===== src/rtl/wbarbiter.sv =====
// Two-requester Wishbone arbiter: round-robin grant of one shared downstream
// port, combinational muxing and a forced completion when the slave never acks.
module wbarbiter #(
  parameter int TIMEOUT = 1023,
  parameter int CNT_W   = 16
) (
  input  logic        clk,
  input  logic        rst_n,
  input  logic        m0_wb_stb_i,
  input  logic        m0_wb_cyc_i,
  input  logic        m0_wb_we_i,
  input  logic [15:0] m0_wb_adr_i,
  input  logic [7:0]  m0_wb_dat_i,
  output logic [7:0]  m0_wb_dat_o,
  output logic        m0_wb_ack_o,
  input  logic        m1_wb_stb_i,
  input  logic        m1_wb_cyc_i,
  input  logic        m1_wb_we_i,
  input  logic [15:0] m1_wb_adr_i,
  input  logic [7:0]  m1_wb_dat_i,
  output logic [7:0]  m1_wb_dat_o,
  output logic        m1_wb_ack_o,
  output logic        s_wb_stb_o,
  output logic        s_wb_cyc_o,
  output logic        s_wb_we_o,
  output logic [15:0] s_wb_adr_o,
  output logic [7:0]  s_wb_dat_o,
  input  logic [7:0]  s_wb_dat_i,
  input  logic        s_wb_ack_i,
  output logic [1:0]  gnt,
  output logic        timeout_err,
  input  logic        err_clr,
  output logic [1:0]  fsm_state
);

  localparam logic [1:0] IDLE = 2'd0;
  localparam logic [1:0] OWN0 = 2'd1;
  localparam logic [1:0] OWN1 = 2'd2;

  // Handshake: a transfer is offered while stb (inside cyc) is high and
  // completes in the cycle ack is high; stb is held until that ack.
  logic [1:0]       state_q, state_d;
  logic             rr_q;          // 1: requester 1 wins the next tie
  logic [CNT_W-1:0] cnt_q;

  logic        own_stb, own_cyc, own_we;
  logic [15:0] own_adr;
  logic [7:0]  own_dat;
  logic        timeout_hit;
  logic        own_ack;
  logic [7:0]  own_rdat;

  always_comb begin
    own_stb = 1'b0;
    own_cyc = 1'b0;
    own_we  = 1'b0;
    own_adr = 16'h0000;
    own_dat = 8'h00;
    case (state_q)
      OWN0: begin
        own_stb = m0_wb_stb_i;
        own_cyc = m0_wb_cyc_i;
        own_we  = m0_wb_we_i;
        own_adr = m0_wb_adr_i;
        own_dat = m0_wb_dat_i;
      end
      OWN1: begin
        own_stb = m1_wb_stb_i;
        own_cyc = m1_wb_cyc_i;
        own_we  = m1_wb_we_i;
        own_adr = m1_wb_adr_i;
        own_dat = m1_wb_dat_i;
      end
      default: ;
    endcase
  end

  // A real ack in the expiry cycle wins, so expiry requires no ack.
  assign timeout_hit = own_stb && !s_wb_ack_i && (cnt_q == CNT_W'(TIMEOUT - 1));
  assign own_ack     = s_wb_ack_i || timeout_hit;
  assign own_rdat    = timeout_hit ? 8'hFF : s_wb_dat_i;

  assign s_wb_stb_o = own_stb && !timeout_hit;
  assign s_wb_cyc_o = own_cyc;
  assign s_wb_we_o  = own_we;
  assign s_wb_adr_o = own_adr;
  assign s_wb_dat_o = own_dat;

  assign m0_wb_ack_o = (state_q == OWN0) && own_ack;
  assign m0_wb_dat_o = (state_q == OWN0) ? own_rdat : 8'h00;
  assign m1_wb_ack_o = (state_q == OWN1) && own_ack;
  assign m1_wb_dat_o = (state_q == OWN1) ? own_rdat : 8'h00;

  assign gnt       = {state_q == OWN1, state_q == OWN0};
  assign fsm_state = state_q;

  always_comb begin
    state_d = state_q;
    case (state_q)
      IDLE: begin
        if (m0_wb_cyc_i && m1_wb_cyc_i) state_d = rr_q ? OWN1 : OWN0;
        else if (m0_wb_cyc_i)           state_d = OWN0;
        else if (m1_wb_cyc_i)           state_d = OWN1;
      end
      OWN0:    if (!m0_wb_cyc_i) state_d = IDLE;
      OWN1:    if (!m1_wb_cyc_i) state_d = IDLE;
      default: state_d = IDLE;
    endcase
  end

  always_ff @(posedge clk or negedge rst_n) begin
    if (!rst_n) begin
      state_q     <= IDLE;
      rr_q        <= 1'b0;
      cnt_q       <= '0;
      timeout_err <= 1'b0;
    end else begin
      state_q <= state_d;
      if (state_q == IDLE && state_d == OWN0) rr_q <= 1'b1;
      if (state_q == IDLE && state_d == OWN1) rr_q <= 1'b0;
      if (!own_stb || s_wb_ack_i || timeout_hit) cnt_q <= '0;
      else                                       cnt_q <= cnt_q + CNT_W'(1);
      if (timeout_hit)  timeout_err <= 1'b1;
      else if (err_clr) timeout_err <= 1'b0;
    end
  end

endmodule


===== config.mk =====
export PLATFORM = sky130hd
export DESIGN_NAME = wbarbiter
export DESIGN_NICKNAME = d
export VERILOG_FILES = /design/src/rtl/wbarbiter.sv
export SDC_FILE = /design/constraint.sdc
export NUM_CORES = 1
export LEC_CHECK = 0
export ABC_AREA = 1
export CORE_MARGIN = 4
export CORE_UTILIZATION = 37
export CTS_BUF_LIST = sky130_fd_sc_hd__clkbuf_8
export CTS_CLUSTER_SIZE = 20
export DETAILED_ROUTE_END_ITERATION = 7
export GPL_ROUTABILITY_DRIVEN = 0
export HOLD_SLACK_MARGIN = 0.12
export PLACE_DENSITY = 0.91
export RECOVER_POWER = 100
export SYNTH_ARGS = -nofsm -noshare
export SYNTH_HDL_FRONTEND = slang
export SYNTH_SLANG_ARGS = --single-unit

===== constraint.sdc =====
create_clock -name clk -period 1.9 [get_ports clk]
set_input_delay 0.19 -clock clk [delete_from_list [all_inputs] [get_ports clk]]
set_output_delay 0.19 -clock clk [all_outputs]
set_load 0.005 [all_outputs]

==> results <==
- The flow ran to the end, but the final reports show violations.
- The final reports fail on setup timing.
- The wire length after detailed routing is 7.938 mm.
- The floorplan step defined a die boundary enclosing 5842 sq um.
- The post-route core utilization is 72.86%.
- The signal on the critical path passes through inv_2, ha_4, nand2_2, nand2_2, nand2_2, nor2_4, buf_12, nand3_4, buf_6, a21oi_2, buf_2.
- The count of boundary I/O pins is 116.
- In the final timing run, aggregate negative setup slack is -2.557 ns.
- The shortest period the worst path allows is 2.137 ns.
- In the finished design, the share of the clock period the worst path needs comes to 112.4%.
- The clock tree root buffer cell is sky130_fd_sc_hd__clkbuf_8.
- Setup repair after global routing could not meet its margin everywhere.
- Once detail routing completed, the nets flagged for antenna violations numbered 0.
- After synthesis, the share of flip-flops with an asynchronous set or reset is 100.0%.
- The number of pins with negative max-slew slack in the final report was 0.
- CTS built an H-tree with a depth of 1.
- The number of clock sinks is 20.
- The number of global-route vias before repair is 2395.
- The data arrival time of the critical path is 1.95 ns.
- The number of clock buffers inserted by TritonCTS is 3.
- The initial antenna violation count is 0.
- A synthesized cell averages 6.301 sq um.
- Leaving out fill and tap cells, the most frequent cell in the layout is sky130_fd_sc_hd__nand2_1.
- The post-synthesis register bit count is 20.
- The net count reported at finish is 493.
- Hold repair after CTS inserted 0 buffers.
- The final route contains 2510 vias.
- The area of the placeable core is 4444 sq um.
- In the routed design, unresolved DRC markers number 0.
- The required time of the worst setup path is 1.71 ns.
- The clock-pin slew of the registers on the worst-case setup and hold paths is 0.07 ns.
- The most used flip-flop cell after synthesis is sky130_fd_sc_hd__dfrtp_1.
- The antenna diode count is 0.
- Summing all multi-input logic gate instances after layout gives 1260 sq um.
- The CTS tree is built.
- Dividing total power by cell area gives a power density of 923.6 nW/um^2.
- The library cells used most frequently in the layout, excluding fill and tap cells, are sky130_fd_sc_hd__nand2_1 (92), sky130_fd_sc_hd__clkdlybuf4s50_1 (67), sky130_fd_sc_hd__nor2_1 (29), sky130_fd_sc_hd__a21oi_1 (26), sky130_fd_sc_hd__clkbuf_2 (25).
- The number of maximum-capacitance violations is 0.
- The largest net degree at the start of global routing is 29.
- The total of fill cells in the finished design is 326.
- Once detailed placement completed, the half-perimeter wirelength came to 4.964 mm.
- The element type at the critical path end is an output pin.
- The count of flip-flops with a built-in enable after synthesis is 0.
- The cell area after synthesis is 1733 sq um.
- The overall track demand over capacity in global routing is 25.01%.
- The starting utilization of the core area is 38.99%.
- The least setup slack across all paths after layout is -0.2365 ns.
- Sequential elements use 28.88% of the synthesized area.
- Of all nets on the critical path, the largest fanout is 5.
- The number of nets handed over by synthesis was 348.
- The most prevalent standard cell on the critical path is sky130_fd_sc_hd__nand2_2.
- Dividing the detail-routed via count by the number of cells gives 5.340.
- The setup-violating endpoint count in the final report is 19.
- The worst max-slew margin expressed relative to the limit is 30.25%.
- Summing all flip-flop and latch instances after layout gives 500.5 sq um.
- The slew of the pin with the lowest slew margin is 1.046 ns.
- Before CTS, the worst setup slack after placement is -0.3014 ns.
- The class of the worst hold path is in2reg.
- For this run the aggregate overflow at the end of global routing stands at 0.
- The setup clock skew after layout is 0.001747 ns.
- After synthesis, the netlist uses 26 different library cells.
- The kind of start point of the critical path is a register.
- Across the VDD grid, the largest voltage drop is 0.6760 mV.
- The fraction of final layout cells with drive strength greater than 1 is 28.23%.
- In this run the deepest clock path goes through 2 buffers.
- Summing internal, switching and leakage power gives 2.991 mW.
- The die is 76.44 um wide.
- The first global-routing pass estimated 11.87 mm of wire.
- The clock latency on the worst-skew pair is 0.26 ns.
- The vertical extent of the die is 76.44 um.
- The delay of the slowest cell on the worst path is 0.41 ns.
- The hold violation total from the final report is 0.
- Compared with the post-synthesis result, the final layout area differs by 86.86%.
- The quantity of I/O buffers inserted on ports is 115.
- The finished layout holds 470 standard cells, fillers aside.
- Dividing the detail-routed wire length by the instance count gives 16.89 um.
- Static timing analysis puts the maximum clock frequency at 0.4680 GHz.
- The slowest stage of the critical path is the sky130_fd_sc_hd__dfrtp_1 cell.
- After the first detailed-routing iteration, the DRC count stood at 134.
- The number of warnings reported in the yosys synthesis log is 0.
- The post-placement cell count is 449.
- The type of the worst setup path is reg2out.
- The number of standard-cell rows in the floorplan is 24.
- The number of iterations in the first detailed-routing pass is 4.
- The leakage power is 1.403 nW.
- The instance count of the mapped netlist is 275.
through the flow:
stage                     hold slack [ns]  area (sq um)
after global routing               0.4807          3238
after detailed placement           0.4978          3033
after CTS                          0.2645          3216
after global placement             0.4882          3033
after floorplan                   -0.1056          1733
final                              0.4940          3238
kinds of logic after synthesis:
logic type,count (synthesis),synth area share [%]
xor+xnor,9,4.548
fa+ha+maj,7,5.054
flops,20,28.88
simple gates,148,36.46
compound gates,51,15.31
buf+inv,40,9.747
routing by layer:
layer / vias to the layer above / share of wire, % / GRT usage (%)
met5: - / 0 / 0
met2: 154 / 52 / 44.20
met4: 0 / 3.0 / 12.86
li1: 1165 / - / -
met1: 1170 / 36 / 27.96
met3: 21 / 8.8 / 5.556
worst paths after layout:
| check | start | endpoint | slack, ns | depth (start not counted) |
|---|---|---|---|---|
| setup / recovery | fsm_state[1]$_DFF_PN0_ | m0_wb_dat_o[6] | -0.24 | 11 |
| hold / removal | err_clr | timeout_err$_DFFE_PN0P_ | 0.49 | 2 |
| setup reg to reg | fsm_state[0]$_DFF_PN0_ | cnt_q[15]$_DFF_PN0_ | 0.07 | 12 |
| hold reg to reg | cnt_q[0]$_DFF_PN0_ | cnt_q[0]$_DFF_PN0_ | 0.53 | 2 |
| max in group asynchronous | rst_n | fsm_state[1]$_DFF_PN0_ | 0.64 | 2 |
| min in group asynchronous | rst_n | cnt_q[4]$_DFF_PN0_ | 0.63 | 2 |
power by group:
part / switching (mW) / internal (mW)
registers: 0.0360 / 0.462
logic: 1.19 / 1.03
clock network: 0.128 / 0.141
repair_timing:
item,CTS,global route
buffers inserted,9,3
setup endpoints to repair,46,61
resized for setup,126,63
gates cloned,3,3
pin swaps,17,18
hold endpoints to repair,0,0
flip-flops by register name, indices dropped and copies added, names as in the netlist:
register     count
rr_q             1
fsm_state        2
timeout_err      1
cnt_q           16
worst max-delay path: cells and delay by family, from the launching register on:
| family | cells | cell delay [ns] |
|---|---|---|
| buffers and inverters | 4 | 0.57 |
| AOI/OAI and AO/OA | 1 | 0.11 |
| DFF | 1 | 0.41 |
| and+or+nand+nor | 5 | 0.40 |
| adders and majority gates | 1 | 0.17 |
Yosys cell counts, types with 2 or more instances:
cell type,count,area (sq um)
sky130_fd_sc_hd__clkbuf_1,5,18.77
sky130_fd_sc_hd__xor2_1,5,43.79
sky130_fd_sc_hd__nor3_1,2,10.01
sky130_fd_sc_hd__o21ai_0,2,10.01
sky130_fd_sc_hd__dfrtp_1,20,500.5
sky130_fd_sc_hd__nand4_1,3,18.77
sky130_fd_sc_hd__inv_1,26,97.59
sky130_fd_sc_hd__nand2_2,3,18.77
sky130_fd_sc_hd__nor2_1,29,108.9
sky130_fd_sc_hd__xnor2_1,4,35.03
sky130_fd_sc_hd__nand2_1,96,360.4
sky130_fd_sc_hd__and2_1,2,12.51
sky130_fd_sc_hd__a21oi_1,45,225.2
sky130_fd_sc_hd__buf_4,3,22.52
sky130_fd_sc_hd__clkinv_1,3,11.26
sky130_fd_sc_hd__nand3_1,8,40.04
sky130_fd_sc_hd__nor2_4,4,45.04
sky130_fd_sc_hd__ha_1,7,87.58
layout make-up:
type                    count  area share [%]
flip-flops and latches     20           15.46
inverters                  30           3.594
repair buffers            146           38.76
clock buffers               3           1.275
well taps                  52           2.009
multi-input cells         219           38.91
Note: power is estimated with default switching activity, not from simulation.
